[src/rtl/u_rec_pkt_ctrl_if.sv]
// Payload delivery stream between the packet controller and its consumer.
//   out_dataH  : payload byte
//   out_validH : out_dataH valid
//   out_readyH : consumer accepts the byte
//   out_lastH  : final payload byte of the packet (qualified by out_validH)
//   pkt_lenH   : payload length of the packet being delivered
// master = packet controller, slave = consumer.
interface u_rec_pkt_ctrl_if;
  logic [7:0] out_dataH;
  logic       out_validH;
  logic       out_readyH;
  logic       out_lastH;
  logic [4:0] pkt_lenH;

  modport master (
    output out_dataH, out_validH, out_lastH, pkt_lenH,
    input  out_readyH
  );

  modport slave (
    input  out_dataH, out_validH, out_lastH, pkt_lenH,
    output out_readyH
  );
endinterface

[src/rtl/u_rec_pkt_ctrl.sv]
// Packet controller behind the UART receiver. It turns receiver byte
// completions into framed packets (SYNC, LEN, payload, checksum), buffers
// the payload and hands good packets to a single consumer over a
// valid/ready byte stream. Error conditions are single-cycle pulses.
//
// Ports:
//   sys_clk, sys_rst_l : clock, asynchronous active-low reset
//   rec_dataH          : receiver parallel byte
//   rec_readyH         : receiver ready level (low while receiving)
//   out_if             : payload stream (master side)
//   err_chksumH        : checksum mismatch pulse
//   err_lenH           : LEN of 0 or above MAX_LEN pulse
//   err_timeoutH       : inter-byte timeout pulse
//   ovr_dropH          : byte discarded while delivering pulse
//
// state   | meaning
// --------+----------------------------------------------------
// HUNT    | waiting for SYNC_BYTE
// LEN     | waiting for the length byte
// PAYLOAD | storing payload bytes, accumulating checksum
// CHKSUM  | waiting for the checksum byte
// DELIVER | streaming buffered payload to the consumer
module u_rec_pkt_ctrl #(
  parameter logic [7:0] SYNC_BYTE   = 8'hA5,
  parameter int         MAX_LEN     = 16,
  parameter int         MIN_LOW_CYC = 100,
  parameter int         TIMEOUT_CYC = 4096
) (
  input  logic                   sys_clk,
  input  logic                   sys_rst_l,
  input  logic [7:0]             rec_dataH,
  input  logic                   rec_readyH,
  u_rec_pkt_ctrl_if.master       out_if,
  output logic                   err_chksumH,
  output logic                   err_lenH,
  output logic                   err_timeoutH,
  output logic                   ovr_dropH
);

  localparam int          AW        = $clog2(MAX_LEN);
  localparam logic [7:0]  MAX_LEN_B = 8'(MAX_LEN);
  localparam logic [7:0]  MIN_LOW_B = 8'(MIN_LOW_CYC);
  localparam logic [15:0] TMO_LOAD  = 16'(TIMEOUT_CYC);

  typedef enum logic [2:0] {
    HUNT    = 3'd0,
    LEN     = 3'd1,
    PAYLOAD = 3'd2,
    CHKSUM  = 3'd3,
    DELIVER = 3'd4
  } state_t;

  state_t      state, state_nxt;

  logic        ready_dH;
  logic [7:0]  low_cntH;
  logic        byte_stbH;

  logic [4:0]  len;
  logic [7:0]  chk;
  logic [4:0]  idx;
  logic [4:0]  rd_idx;
  logic [7:0]  pl_buf [MAX_LEN];

  logic [15:0] tmo_cnt;
  logic        tmo_active;
  logic        tmo_hit;

  logic        deliver;
  logic        last_byte;
  logic        xfer;

  logic        err_chk_nxt, err_len_nxt, err_tmo_nxt, ovr_nxt;

  // Byte strobe: a rising edge of rec_readyH counts only after a long enough
  // low period, which filters receiver false starts and the reset release.
  always_ff @(posedge sys_clk or negedge sys_rst_l) begin
    if (!sys_rst_l) begin
      ready_dH <= 1'b0;
      low_cntH <= '0;
    end else begin
      ready_dH <= rec_readyH;
      if (rec_readyH)
        low_cntH <= '0;
      else if (low_cntH < MIN_LOW_B)
        low_cntH <= low_cntH + 8'd1;
    end
  end

  assign byte_stbH = rec_readyH & ~ready_dH & (low_cntH >= MIN_LOW_B);

  // Stream outputs are decoded from the registered state, so reset clears
  // them immediately.
  assign deliver   = (state == DELIVER);
  assign last_byte = (rd_idx == len - 5'd1);
  assign xfer      = deliver & out_if.out_readyH;

  assign out_if.out_validH = deliver;
  assign out_if.out_dataH  = deliver ? pl_buf[rd_idx[AW-1:0]] : 8'h00;
  assign out_if.out_lastH  = deliver & last_byte;
  assign out_if.pkt_lenH   = deliver ? len : 5'd0;

  // Inter-byte timer: down-counter reloaded outside the framing states and
  // on every strobe; a strobe in the terminal-count cycle suppresses the hit.
  assign tmo_active = (state == LEN) || (state == PAYLOAD) || (state == CHKSUM);
  assign tmo_hit    = tmo_active && (tmo_cnt == 16'd0) && !byte_stbH;

  always_ff @(posedge sys_clk or negedge sys_rst_l) begin
    if (!sys_rst_l)
      tmo_cnt <= '0;
    else if (!tmo_active || byte_stbH)
      tmo_cnt <= TMO_LOAD;
    else if (tmo_cnt != 16'd0)
      tmo_cnt <= tmo_cnt - 16'd1;
  end

  always_comb begin
    state_nxt   = state;
    err_chk_nxt = 1'b0;
    err_len_nxt = 1'b0;
    err_tmo_nxt = 1'b0;
    ovr_nxt     = 1'b0;
    case (state)
      HUNT: begin
        if (byte_stbH && rec_dataH == SYNC_BYTE)
          state_nxt = LEN;
      end
      LEN: begin
        if (byte_stbH) begin
          if (rec_dataH != 8'd0 && rec_dataH <= MAX_LEN_B) begin
            state_nxt = PAYLOAD;
          end else begin
            err_len_nxt = 1'b1;
            state_nxt   = HUNT;
          end
        end
      end
      PAYLOAD: begin
        if (byte_stbH && (idx + 5'd1 == len))
          state_nxt = CHKSUM;
      end
      CHKSUM: begin
        if (byte_stbH) begin
          if (rec_dataH == chk) begin
            state_nxt = DELIVER;
          end else begin
            err_chk_nxt = 1'b1;
            state_nxt   = HUNT;
          end
        end
      end
      DELIVER: begin
        // Bytes arriving while delivering are dropped, SYNC included.
        if (byte_stbH)
          ovr_nxt = 1'b1;
        if (xfer && last_byte)
          state_nxt = HUNT;
      end
      default: state_nxt = HUNT;
    endcase
    if (tmo_hit) begin
      err_tmo_nxt = 1'b1;
      state_nxt   = HUNT;
    end
  end

  always_ff @(posedge sys_clk or negedge sys_rst_l) begin
    if (!sys_rst_l) begin
      state        <= HUNT;
      err_chksumH  <= 1'b0;
      err_lenH     <= 1'b0;
      err_timeoutH <= 1'b0;
      ovr_dropH    <= 1'b0;
    end else begin
      state        <= state_nxt;
      err_chksumH  <= err_chk_nxt;
      err_lenH     <= err_len_nxt;
      err_timeoutH <= err_tmo_nxt;
      ovr_dropH    <= ovr_nxt;
    end
  end

  // Frame bookkeeping: length, running checksum, write and read indices.
  always_ff @(posedge sys_clk or negedge sys_rst_l) begin
    if (!sys_rst_l) begin
      len    <= '0;
      chk    <= '0;
      idx    <= '0;
      rd_idx <= '0;
    end else begin
      case (state)
        LEN: begin
          if (byte_stbH && rec_dataH != 8'd0 && rec_dataH <= MAX_LEN_B) begin
            len <= rec_dataH[4:0];
            chk <= rec_dataH;
            idx <= '0;
          end
        end
        PAYLOAD: begin
          if (byte_stbH) begin
            chk <= chk + rec_dataH;
            idx <= idx + 5'd1;
          end
        end
        default: ;
      endcase
      if (!deliver)
        rd_idx <= '0;
      else if (xfer)
        rd_idx <= rd_idx + 5'd1;
    end
  end

  // Payload storage needs no reset: it is only read while delivering.
  always_ff @(posedge sys_clk) begin
    if (state == PAYLOAD && byte_stbH)
      pl_buf[idx[AW-1:0]] <= rec_dataH;
  end

endmodule
[src/flat_wrapper.sv]
// flat-port wrapper written by rule: the top's interface ports become plain ports
module u_rec_pkt_ctrl_flat 
#(
  parameter logic [7:0] SYNC_BYTE   = 8'hA5,
  parameter int         MAX_LEN     = 16,
  parameter int         MIN_LOW_CYC = 100,
  parameter int         TIMEOUT_CYC = 4096
)
  (sys_clk, sys_rst_l, rec_dataH, rec_readyH, err_chksumH, err_lenH, err_timeoutH, ovr_dropH, out_if_out_dataH, out_if_out_validH, out_if_out_lastH, out_if_pkt_lenH, out_if_out_readyH);
  u_rec_pkt_ctrl_if out_if_i ();
  input  logic sys_clk;
  input  logic sys_rst_l;
  input  logic [7:0] rec_dataH;
  input  logic rec_readyH;
  output logic err_chksumH;
  output logic err_lenH;
  output logic err_timeoutH;
  output logic ovr_dropH;
  output wire logic [$bits(out_if_i.out_dataH)-1:0] out_if_out_dataH;
  output wire logic [$bits(out_if_i.out_validH)-1:0] out_if_out_validH;
  output wire logic [$bits(out_if_i.out_lastH)-1:0] out_if_out_lastH;
  output wire logic [$bits(out_if_i.pkt_lenH)-1:0] out_if_pkt_lenH;
  input wire logic [$bits(out_if_i.out_readyH)-1:0] out_if_out_readyH;
  assign out_if_out_dataH = out_if_i.out_dataH;
  assign out_if_out_validH = out_if_i.out_validH;
  assign out_if_out_lastH = out_if_i.out_lastH;
  assign out_if_pkt_lenH = out_if_i.pkt_lenH;
  assign out_if_i.out_readyH = out_if_out_readyH;
  u_rec_pkt_ctrl #(.SYNC_BYTE(SYNC_BYTE), .MAX_LEN(MAX_LEN), .MIN_LOW_CYC(MIN_LOW_CYC), .TIMEOUT_CYC(TIMEOUT_CYC)) u_core (.sys_clk(sys_clk), .sys_rst_l(sys_rst_l), .rec_dataH(rec_dataH), .rec_readyH(rec_readyH), .out_if(out_if_i), .err_chksumH(err_chksumH), .err_lenH(err_lenH), .err_timeoutH(err_timeoutH), .ovr_dropH(ovr_dropH));
endmodule
[config.mk]
export PLATFORM = sky130hd
export DESIGN_NAME = u_rec_pkt_ctrl_flat
export DESIGN_NICKNAME = d
export VERILOG_FILES = /design/src/rtl/u_rec_pkt_ctrl_if.sv /design/src/rtl/u_rec_pkt_ctrl.sv /design/src/flat_wrapper.sv
export SDC_FILE = /design/constraint.sdc
export NUM_CORES = 1
export LEC_CHECK = 0
export ABC_CLOCK_PERIOD_IN_PS = 4350
export BUFFER_PORTS_ARGS = -buffer_cell sky130_fd_sc_hd__buf_2
export CAP_MARGIN = 30
export CORE_MARGIN = 2
export CORE_UTILIZATION = 62
export DETAILED_ROUTE_END_ITERATION = 7
export PLACE_DENSITY_LB_ADDON = 0.2
export SLEW_MARGIN = 20
export SYNTH_ARGS = -nofsm -noshare
export SYNTH_HDL_FRONTEND = slang
export SYNTH_SLANG_ARGS = --single-unit
export TNS_END_PERCENT = 10
[constraint.sdc]
create_clock -name sys_clk -period 4.35 [get_ports sys_clk]
set_input_delay 0.435 -clock sys_clk [delete_from_list [all_inputs] [get_ports sys_clk]]
set_output_delay 0.435 -clock sys_clk [all_outputs]
set_load 0.005 [all_outputs]
# Yosys cells after proc, flatten, opt, wreduce, memory -nomap -nowiden
# Memory sizes are Yosys's and may differ from the RTL's.
# Cells that the tools add are included.
# op_classes
n_addsub	6
order_cmp	3
n_eq_ne	16
mux	34
bitwise_logic	5
n_reduce_logical	24
# op_table
cell	count
$mux W8	5
$mux W16	2
$mux W5	5
$mux W3	7
$logic_not A16 Y1	1
$pmux W8 S2	1
$reduce_bool A16 Y1	1
$sub A16 B1 Y16 const B	1
$pmux W3 S5	1
$mux W1	11
$add A5 B1 Y5 const B	2
$eq A5 B5 Y1	2
$pmux W5 S2	1
$logic_and A1 B1 Y1	9
$ne A3 B1 Y1 const B	3
$add A8 B1 Y8 const B	1
$add A8 B8 Y8	1
$eq A8 B8 Y1	1
$eq A8 B8 Y1 const B	1
$ge A8 B7 Y1 const B	1
$le A8 B5 Y1 const B	1
$lt A8 B7 Y1 const B	1
$reduce_bool A8 Y1	1
$eq A3 B2 Y1 const B	2
16 further kinds	26
# word_totals
regBits	55
ramBits	128
in_bits	12
n_memories	1
# mem_list
memory	words	word_bits	rd	rd_clocked_by_memory_dff	write_ports	line_no	text
u_core.pl_buf	16	8	1	0	1	u_rec_pkt_ctrl.sv:63	logic [7:0] pl_buf [MAX_LEN];

# Depth between registers and ports, before layout
# depth
ltp_word	7
mapped_depth	8
depth_no_buf	8

# Least setup slack after synthesis
# No wires, ideal clock.
# synth_timing
kind	reg2reg
startpoint	register u_core.state[0]
endpoint	memory u_core.pl_buf[0][0], enable pin
setup_time_ns	0.395
arrival_ns	2.346
required_ns	3.955
setup_slack_ns	1.610
path_stages_with_launch	6
synth_period_minus_slack_ns	2.740
cell_sequence	dfrtp_1 or3b_2 a211o_1 clkbuf_1 clkbuf_1 nor4_1
# synth_via
elab_chain_cells	4
# synth_rtl
item	line_no	text
start: declaration	u_rec_pkt_ctrl.sv:53	state_t state, state_nxt;
start signal: assignment	u_rec_pkt_ctrl.sv:175	state <= state_nxt;
$eq A3 B2 Y1	u_rec_pkt_ctrl.sv:216	if (state == PAYLOAD && byte_stbH)
$logic_and A1 B1 Y1	u_rec_pkt_ctrl.sv:216	
$mux W1	u_rec_pkt_ctrl.sv:216	
$mux W1 (not written as such)	u_rec_pkt_ctrl.sv:217	pl_buf[idx[AW-1:0]] <= rec_dataH;
end: declaration	u_rec_pkt_ctrl.sv:63	
# No other way between the ends.

# Worst setup path after layout
# layout_timing
startpoint	register u_core.rd_idx[0]
endpoint	output out_if_out_dataH[3]
# layout_via
elab_chain_cells	2
# layout_rtl
item	line_no	text
start: declaration	u_rec_pkt_ctrl.sv:62	logic [4:0] rd_idx;
start signal: assignment	u_rec_pkt_ctrl.sv:210	rd_idx <= rd_idx + 5'd1;
$mem_v2 Z16 W8	--	
$mux W8	u_rec_pkt_ctrl.sv:99	assign out_if.out_dataH = deliver ? pl_buf[rd_idx[AW-1:0]] : 8'h00;
end: declaration	flat_wrapper.sv:19	output wire logic [$bits(out_if_i.out_dataH)-1:0] out_if_out_dataH;
# No other way between the ends.

==> results.txt <==
Peak Freq = 313 MHz
ANT nets after route = 0
Final Critical Period = 3.20 ns
die area = 0.0142 mm^2
compound-gate portion of the synthesized area = 0.0482
mux contribution to synthesized area = 0.125
TritonCTS clock tree = done
root buf cell = clkbuf_16
final worst slack = 1.15 ns
register area share after synthesis = 0.636
largest family of logic cells by synthesized area = multiplexers
slew margin rel. = 0.403
Slew @ Worst Pin = 0.892 ns
Placed Cells incl. Taps = 739
reg2reg end = u_core.pl_buf[6][3]
TNS Setup = 0 ns
gr ovfl total = 0
FF-to-FF Start = u_core.state[2]
synthesized flop and latch total = 183
library cells used by synthesis = 51
core box area = 0.0131 mm^2
Post-synth ARST share = 0.301
Vias/cell = 6.23
share of the synthesized area in the top cell type = 0.468
Worst Hold Class = in2async
Syn Nets = 578
HPWL Detailed = 11200 um
Hold Vio Cnt, Final = 0
P per Cell Area = 438 mW/mm^2
synthesis-to-layout area growth = 11.0%
worst-skew pair later-pin latency = 0.44 ns
GRT met3 Usage = 0.0517
NumNets Final = 612
cell taking the most area after synthesis = edfxtp_1
IO Port Bufs = 30
fin. max-slew vios = 0
GR Util met1 = 0.348
Placer Congestion = 0.791
final setup fails = 0
post-CTS sizing = 0
max capacitance violation total = 0
ranking of synthesized cells by area = edfxtp_1 (47%), dfrtp_1 (17%), mux4_2 (11%)
RSZ-0062 raised after global routing = false
Die Height = 119 um
synthesized area = 0.00821 mm^2
DRC = 0
Clock Skew = 0.00692 ns
I/O pin count = 31
CP required = 3.91 ns
maximum vdd drop = 0.366 mV
xor and xnor area share after synthesis = 0.0384
hold_buf cts = 0
number of buffers created by CTS = 17
wirelength, routed = 17200 um
CP Class = reg2out
CP Capture Type = output pin
Worst setup SP type = flip-flop
Avg Cell Area, Syn = 15.0 um^2
die width = 119 um
H-tree depth = 4
ys flop type = edfxtp_1
Crit Path Max Fanout = 16
Worst Path Arrival = 2.76 ns
R2R depth = 4
share of cells above drive strength 1 = 0.210
simple-gate share of the synthesized area = 0.102
most frequent cells after synthesis = edfxtp_1 (128), dfrtp_1 (55), mux4_2 (40)
Initial Util = 0.627
Vias = 4802
router iterations before antenna repair = 5
yosys warns = 0
vias in the first global route = 4883
pin count of the biggest net entering global routing = 56
Total GRT Usage = 0.260
Post-synth EDFFs = 128
Setup Slack @ Placement = 1.56 ns
most numerous cell in the Yosys netlist = edfxtp_1
Clock Tree Buf Depth = 2
outcome = finished clean
met2 usage = 0.436
initial antenna violation count = 0
row cnt = 42
Worst-path clk slew = 0.06 ns
DR WL/cell = 22.2 um
global-route wire length before repair = 27000 um
number of DRC markers in iteration 0 = 421
number of buffers added for setup after CTS = 0
grt peak-use layer = met2
Lkg Pwr = 3.35 nW
fin cells = 771
Clock Sinks = 183
Reg2Reg Setup Slack = 1.51 ns
# diodes = 0
post-synthesis cell count = 548
period utilization = 0.736
post-synthesis adder-cell area fraction = 0.0284
==> area by class of cell <==
cell class / instances / area [um^2]
sequential: 183 / 5220
fill: 859 / 3980
multi-input combinational: 320 / 2810
clock buffer: 17 / 425
timing repair buffer: 40 / 225
tap: 176 / 220
clock inverter: 15 / 129
inverter: 20 / 75.1
==> worst max-delay path, stage by stage (launching register included) <==
cell     delay, ns
dfrtp_2       0.62
buf_4         0.39
mux4_2        0.54
mux4_2        0.48
and2_1        0.17
buf_2         0.12
==> logic make-up after synthesis <==
family	after synthesis
xor gates and xnor gates	36
muxes	52
adders and majority gates	18
DFF	183
and+or+nand+nor	155
AOI/OAI and AO/OA	59
buffers and inverters	45
==> flip-flops by register name, indices dropped and copies added, names as in the netlist <==
signal               flops
u_core.pl_buf          128
u_core.tmo_cnt          16
u_core.chk               8
u_core.low_cntH          8
u_core.idx               5
u_core.len               5
u_core.rd_idx            5
u_core.state             3
u_core.err_chksumH       1
u_core.err_lenH          1
u_core.err_timeoutH      1
u_core.ovr_dropH         1
u_core.ready_dH          1
==> through the flow <==
step / util / total power [mW] / hold slack, ns / cell area [um^2]
CTS: 0.696 / 3.99 / 0.142 / 9110
finish: 0.696 / 3.99 / 0.119 / 9110
floorplan: - / 2.43 / 0.139 / 8210
global placement: 0.653 / 2.54 / 0.495 / 8550
detailed placement: 0.654 / 2.57 / 0.501 / 8560
global route: 0.696 / 4.14 / 0.187 / 9110
==> metal layers <==
layer / wire length (um) / up-vias
met5: 0 / -
met2: 8920 / 192
met1: 6810 / 2431
met4: 271 / 0
met3: 1160 / 24
li1: - / 2155
==> cells in the final DEF, fill, tap and decap left out, types with 3 or more instances in the layout <==
cell / instances
edfxtp_1: 128
dfrtp_1: 54
mux4_2: 40
nor2_1: 34
buf_2: 30
nand2_1: 23
inv_1: 20
xor2_1: 19
xnor2_1: 17
ha_1: 17
clkbuf_16: 17
o21ai_0: 16
and2_1: 15
a21oi_1: 14
nor3_1: 13
or3_1: 12
buf_4: 10
nor4_1: 9
and3_1: 8
nand3_1: 8
or4_1: 6
o211ai_1: 6
mux2i_1: 5
mux2_2: 5
or2_2: 4
a21o_1: 4
nor3b_1: 4
nand4_1: 4
o31ai_1: 4
clkinvlp_4: 4
nand2b_1: 3
nand4b_1: 3
clkinv_2: 3
==> worst max-delay path by stage <==
stage	slack, ns	cells after the start	from	end
after floorplan	1.61	5	u_core.state[0]	u_core.pl_buf[0][0]
after global placement	1.26	3	u_core.state[2]	u_core.pl_buf[12][6]
after detailed placement	1.56	6	rec_dataH[3]	u_core.chk[2]
after CTS	1.10	5	u_core.rd_idx[0]	out_if_out_dataH[3]
after global routing	1.01	5	u_core.rd_idx[0]	out_if_out_dataH[0]
final	1.15	5	u_core.rd_idx[0]	out_if_out_dataH[3]
==> power by group <==
| part | internal [mW] | total (mW) | switching (mW) | leakage (nW) |
|---|---|---|---|---|
| logic | 0.205 | 0.538 | 0.333 | 1.21 |
| registers | 1.93 | 2.01 | 0.0734 | 1.88 |
| clock network | 0.788 | 1.45 | 0.659 | 0.262 |
| total | 2.93 | 3.99 | 1.07 | 3.35 |
Power figures use the tool's default switching activity.
